$ cat src/rtl/seg7_scan_controller.sv
// seg7_scan_controller
//   Time-multiplexed driver for a bank of common-anode 7-segment digits.
//   Each digit owns one scan slot of COUNT_PERIOD cycles, split into 16 phases
//   of COUNT_PERIOD/16 cycles. The anode of the current digit is lit during
//   phases 1..brightness (phase 0 is a dark guard against ghosting while the
//   cathodes change). New digit values arrive on a valid/ready port, wait in
//   a pending register and are promoted to the displayed set only at a frame
//   boundary, so a frame never mixes old and new values.
//
// Ports
//   clk_in          system clock
//   rst_n_in        asynchronous active-low reset
//   val_in          hex nibbles, digit i = val_in[4i+3:4i]
//   digit_en_in     per-digit enable, captured together with val_in
//   val_valid_in    load request
//   val_ready_out   load port can accept (pending register empty)
//   brightness_in   0 = dark, 15 = 15/16 duty; sampled at each slot start
//   cat_out         segment cathodes, active-low, bit0 = a .. bit6 = g
//   an_out          digit anodes, active-low
//   frame_done_out  one-cycle pulse in the last cycle of the last slot

// Hex to 7-segment decoder, active-high segments, bit0 = a .. bit6 = g.
module seg7_hex_decoder (
  input  logic [3:0] hex,
  output logic [6:0] seg
);
  always_comb begin
    seg = 7'h00;
    case (hex)
      4'h0: seg = 7'h3F;
      4'h1: seg = 7'h06;
      4'h2: seg = 7'h5B;
      4'h3: seg = 7'h4F;
      4'h4: seg = 7'h66;
      4'h5: seg = 7'h6D;
      4'h6: seg = 7'h7D;
      4'h7: seg = 7'h07;
      4'h8: seg = 7'h7F;
      4'h9: seg = 7'h6F;
      4'hA: seg = 7'h77;
      4'hB: seg = 7'h7C;
      4'hC: seg = 7'h39;
      4'hD: seg = 7'h5E;
      4'hE: seg = 7'h79;
      default: seg = 7'h71;
    endcase
  end
endmodule

module seg7_scan_controller #(
  parameter int NUM_DIGITS   = 8,
  parameter int COUNT_PERIOD = 100000
) (
  input  logic                    clk_in,
  input  logic                    rst_n_in,
  input  logic [4*NUM_DIGITS-1:0] val_in,
  input  logic [NUM_DIGITS-1:0]   digit_en_in,
  input  logic                    val_valid_in,
  output logic                    val_ready_out,
  input  logic [3:0]              brightness_in,
  output logic [6:0]              cat_out,
  output logic [NUM_DIGITS-1:0]   an_out,
  output logic                    frame_done_out
);
  localparam int SUB   = COUNT_PERIOD / 16;
  localparam int SUB_W = (SUB > 1) ? $clog2(SUB) : 1;
  localparam int DIG_W = (NUM_DIGITS > 1) ? $clog2(NUM_DIGITS) : 1;

  // Timing chain: sub-count -> phase -> digit index.
  logic [SUB_W-1:0] sub_reg;
  logic [3:0]       phase_reg;
  logic [DIG_W-1:0] digit_reg;

  logic sub_last, phase_last, digit_last, frame_done, slot_start;

  assign sub_last   = (sub_reg == SUB_W'(SUB - 1));
  assign phase_last = (phase_reg == 4'd15);
  assign digit_last = (digit_reg == DIG_W'(NUM_DIGITS - 1));
  assign frame_done = sub_last && phase_last && digit_last;
  assign slot_start = (sub_reg == '0) && (phase_reg == 4'd0);

  always_ff @(posedge clk_in or negedge rst_n_in) begin
    if (!rst_n_in) begin
      sub_reg   <= '0;
      phase_reg <= 4'd0;
      digit_reg <= '0;
    end else if (sub_last) begin
      sub_reg <= '0;
      if (phase_last) begin
        phase_reg <= 4'd0;
        digit_reg <= digit_last ? '0 : digit_reg + 1'b1;
      end else begin
        phase_reg <= phase_reg + 4'd1;
      end
    end else begin
      sub_reg <= sub_reg + 1'b1;
    end
  end

  // Brightness is frozen for the whole slot so every digit gets a clean duty.
  logic [3:0] slot_bright_reg;

  always_ff @(posedge clk_in or negedge rst_n_in) begin
    if (!rst_n_in) begin
      slot_bright_reg <= 4'd0;
    end else if (slot_start) begin
      slot_bright_reg <= brightness_in;
    end
  end

  // Load path: pending holds one accepted request until the next boundary.
  logic [4*NUM_DIGITS-1:0] pending_val_reg, active_val_reg;
  logic [NUM_DIGITS-1:0]   pending_en_reg, active_en_reg;
  logic                    pending_full_reg;
  logic                    accept;

  // accept and the boundary promotion are exclusive: promotion needs a full
  // pending register, which holds ready low.
  assign accept = val_valid_in && !pending_full_reg;

  always_ff @(posedge clk_in or negedge rst_n_in) begin
    if (!rst_n_in) begin
      pending_val_reg  <= '0;
      pending_en_reg   <= '0;
      active_val_reg   <= '0;
      active_en_reg    <= '0;
      pending_full_reg <= 1'b0;
    end else if (accept) begin
      pending_val_reg  <= val_in;
      pending_en_reg   <= digit_en_in;
      pending_full_reg <= 1'b1;
    end else if (frame_done && pending_full_reg) begin
      active_val_reg   <= pending_val_reg;
      active_en_reg    <= pending_en_reg;
      pending_full_reg <= 1'b0;
    end
  end

  // Per-digit nibble view and anode selection.
  logic [3:0]            nibble [NUM_DIGITS];
  logic [NUM_DIGITS-1:0] an_next;
  logic                  lit;

  // Phase 0 stays dark regardless of brightness.
  assign lit = (phase_reg != 4'd0) && (phase_reg <= slot_bright_reg);

  genvar gi;
  generate
    for (gi = 0; gi < NUM_DIGITS; gi++) begin : g_digit
      assign nibble[gi]  = active_val_reg[4*gi +: 4];
      assign an_next[gi] = !((digit_reg == DIG_W'(gi)) && active_en_reg[gi] && lit);
    end
  endgenerate

  logic [6:0] cur_seg;

  seg7_hex_decoder u_decoder (
    .hex (nibble[digit_reg]),
    .seg (cur_seg)
  );

  // Registered outputs: cathodes and anodes move on the same edge.
  logic [6:0]            cat_reg;
  logic [NUM_DIGITS-1:0] an_reg;

  always_ff @(posedge clk_in or negedge rst_n_in) begin
    if (!rst_n_in) begin
      cat_reg <= 7'h7F;
      an_reg  <= '1;
    end else begin
      cat_reg <= ~cur_seg;
      an_reg  <= an_next;
    end
  end

  assign cat_out        = cat_reg;
  assign an_out         = an_reg;
  assign frame_done_out = frame_done;
  assign val_ready_out  = !pending_full_reg;

endmodule

$ cat config.mk
export PLATFORM = sky130hd
export DESIGN_NAME = seg7_scan_controller
export DESIGN_NICKNAME = d
export VERILOG_FILES = /design/src/rtl/seg7_scan_controller.sv
export SDC_FILE = /design/constraint.sdc
export NUM_CORES = 1
export LEC_CHECK = 0
export BUFFER_PORTS_ARGS = -buffer_cell sky130_fd_sc_hd__buf_2
export CAP_MARGIN = 20
export CORE_MARGIN = 2
export CORE_UTILIZATION = 40
export CTS_BUF_LIST = sky130_fd_sc_hd__clkbuf_2
export DETAILED_ROUTE_END_ITERATION = 10
export HOLD_SLACK_MARGIN = 0.03
export PLACE_DENSITY = 0.57
export SLEW_MARGIN = 20
export SYNTH_ARGS = -nofsm -noshare
export SYNTH_HDL_FRONTEND = slang
export SYNTH_SLANG_ARGS = --single-unit
$ cat constraint.sdc
create_clock -name clk_in -period 5.7 [get_ports clk_in]
set_input_delay 1.14 -clock clk_in [delete_from_list [all_inputs] [get_ports clk_in]]
set_output_delay 1.14 -clock clk_in [all_outputs]
set_load 0.01 [all_outputs]
==> impl_metrics.env <==
export IMPL_ys_warn_count=0
export IMPL_io_pin_count=64
export IMPL_p_leak_nw=2.921
export IMPL_diodes=0
export IMPL_worstSetupStartpointType="flop"
export IMPL_area_growth_synth_to_final_pct=14.39
export IMPL_rows=41
export IMPL_finalCriticalPeriod_ns=3.979
export IMPL_hold_viol=0
export IMPL_wl_per_cell_um=15.00
export IMPL_tightest_slew_ns=1.046
export IMPL_synth_edf_count=0
export IMPL_synth_top_cells_by_area="dfrtp_1, mux2_2, mux2_1"
export IMPL_core_area_um2=12720
export IMPL_cp_cell_sequence="or4_4 -> nor4_4 -> and3_1 -> buf_2"
export IMPL_clock_fmax_mhz=251.4
export IMPL_tritoncts="yes"
export IMPL_post_cts_resized=0
export IMPL_min_period_over_period_pct=69.80
export IMPL_gr_total_overflow=0
export IMPL_grt_max_degree=81
export IMPL_drive_gt1_share_pct=35.34
export IMPL_vias_per_cell=4.890
export IMPL_crit_type="flop to output pin"
export IMPL_rsz0062_at_grt="no"
export IMPL_post_cts_buffers=0
export IMPL_ys_seq_area_share_pct=57.62
export IMPL_die_area_um2=14040
export IMPL_worstSkewPairLatency_ns=0.67
export IMPL_via_count=3110
export IMPL_max_stage_delay_ns=0.74
export IMPL_clkSlewWorstSetupHoldPaths_ns=0.17
export IMPL_grt_first_pass_wirelength_um=16040
export IMPL_cts_made_buffers=17
export IMPL_cts_path_max_buffers=2
export IMPL_cts_sinks=120
export IMPL_synth_net_count=449
export IMPL_h_tree_depth=4
export IMPL_synthesis_area_um2=5244
export IMPL_ir_drop_mv=0.1285
export IMPL_antenna_found_initial=0
export IMPL_drc=0
export IMPL_stdcell_count=636
export IMPL_synth_most_common_cell="dfrtp_1"
export IMPL_ys_flop_type="dfrtp_1"
export IMPL_grt_pass1_vias=3182
export IMPL_grt_use_total_pct=14.86
export IMPL_critPathArrivalTime_ns=2.84
export IMPL_avgSynthCellArea_um2=13.76
export IMPL_place_hpwl_um=6463
export IMPL_layout_nets=519
export IMPL_start_util_pct=41.22
export IMPL_fin_tns_setup_ns=0
export IMPL_first_iter_violations=138
export IMPL_hp_class="flop to flop"
export IMPL_routed_wl_um=9542
export IMPL_synth_top_area_share_pct=50.11
export IMPL_synth_common_cells="dfrtp_1, mux2_2, mux2_1, ha_1, nand2_1"
export IMPL_gp_congestion=0.7578
export IMPL_worstPathRequired_ns=4.56
export IMPL_syn_instance_count=381
export IMPL_finClkSkew_ns=0.02331
export IMPL_synth_top_area_cell="dfrtp_1"
export IMPL_ant_nets=0
export IMPL_crit_path_end_kind="output pin"
export IMPL_final_setup_viol_count=0
export IMPL_ys_types=38
export IMPL_drv_slew=0
export IMPL_hold_buffers=0
export IMPL_fin_util_pct=47.15
export IMPL_max_cap_violations=0
export IMPL_crit_slowest_cell="nor4_4"
export IMPL_nFillCells=1228
export IMPL_relSlewSlack_pct=28.24
export IMPL_ys_ff_latch=120
export IMPL_powerDensity_nw_per_um2=260.5
export IMPL_synthArstFlopShare_pct=100.0
export IMPL_cts_root_buffer="clkbuf_2"
export IMPL_total_power_mw=1.563
export IMPL_die_h_um=118.5
export IMPL_placed_cells=603
export IMPL_status="finished clean"
export IMPL_numPortBuffers=63
export IMPL_die_w_um=118.5
export IMPL_crit_path_max_fanout=17
export IMPL_drt_pass1_iter_count=4
cells in the final DEF, fill, tap and decap left out, types with 2 or more instances in the layout:
master	Yosys	final
xnor2_1	7	7
inv_1	15	15
dfstp_2	15	15
nand3_1	15	15
nor2b_1	4	3
ha_1	21	21
mux4_2	8	8
and3_1	9	9
nor3_1	2	2
clkinv_1	0	5
nand2_1	19	19
clkbuf_2	0	20
mux2i_1	4	4
mux2_2	43	43
nor4_1	3	2
dfrtp_1	105	105
nor2_1	15	15
clkinv_2	0	2
a21oi_1	2	2
o21ai_0	12	12
xor2_1	5	5
o21a_1	3	3
nand2b_1	3	3
mux2_1	39	39
o22ai_1	3	3
bufinv_16	0	4
nand4_1	4	4
buf_2	2	62
final timing paths:
path	depth (start not counted)	start	slack, ns	endpoint
setup / recovery	4	sub_reg[2]	1.72	frame_done_out
hold / removal	1	active_en_reg[3]	0.46	an_out[3]
setup reg to reg	4	sub_reg[2]	2.37	active_val_reg[0]
hold reg to reg	1	active_en_reg[3]	0.46	an_out[3]
max in group asynchronous	2	rst_n_in	4.20	pending_val_reg[19]
min in group asynchronous	1	rst_n_in	0.49	slot_bright_reg[1]
power breakdown:
group / switching [mW] / leakage (nW) / internal, mW
clock: 0.304 / 0.155 / 0.285
combinational: 0.0306 / 1.23 / 0.0377
sequential: 0.0184 / 1.53 / 0.886
cell type report:
| class | count | area, um2 | area share [%] |
|---|---|---|---|
| multi-input combinational | 232 | 2092 | 34.88 |
| clock inverter | 12 | 156.4 | 2.607 |
| timing repair buffer | 65 | 356.6 | 5.945 |
| sequential | 120 | 3022 | 50.38 |
| inverter | 15 | 56.30 | 0.9387 |
| tap | 172 | 215.2 | 3.588 |
| clock buffer | 20 | 100.1 | 1.669 |
logic make-up after synthesis:
kind of cell | Yosys count | synth area share [%]
AOI/OAI and AO/OA | 26 | 2.959
xor gates and xnor gates | 12 | 2.004
adders and majority gates | 21 | 5.011
buffers and inverters | 29 | 2.768
DFF | 120 | 57.62
muxes | 94 | 21.81
and+or+nand+nor | 79 | 7.826
per-stage QoR:
step                area (um2)  hold WS [ns]  setup WS, ns
floorplan                 5244        0.4067         2.970
global placement          5704        0.4611         2.425
detailed placement        5704        0.4521         2.343
CTS                       5961        0.4745         1.619
global route              5998        0.4681         1.502
finish                    5998        0.4640         1.722
layer usage:
layer | part of all wire [%] | track usage (%)
met3 | 3.7 | 4.537
met4 | 1.9 | 6.920
met5 | 0 | 0
met1 | 48 | 20.09
met2 | 46 | 21.89
worst max-delay path: cells and delay by family (launching register included):
family | cells | cell delay (ns)
flops | 1 | 0.45
simple gates | 3 | 1.60
buf+inv | 1 | 0.13
(Power assumes the default switching activity.)
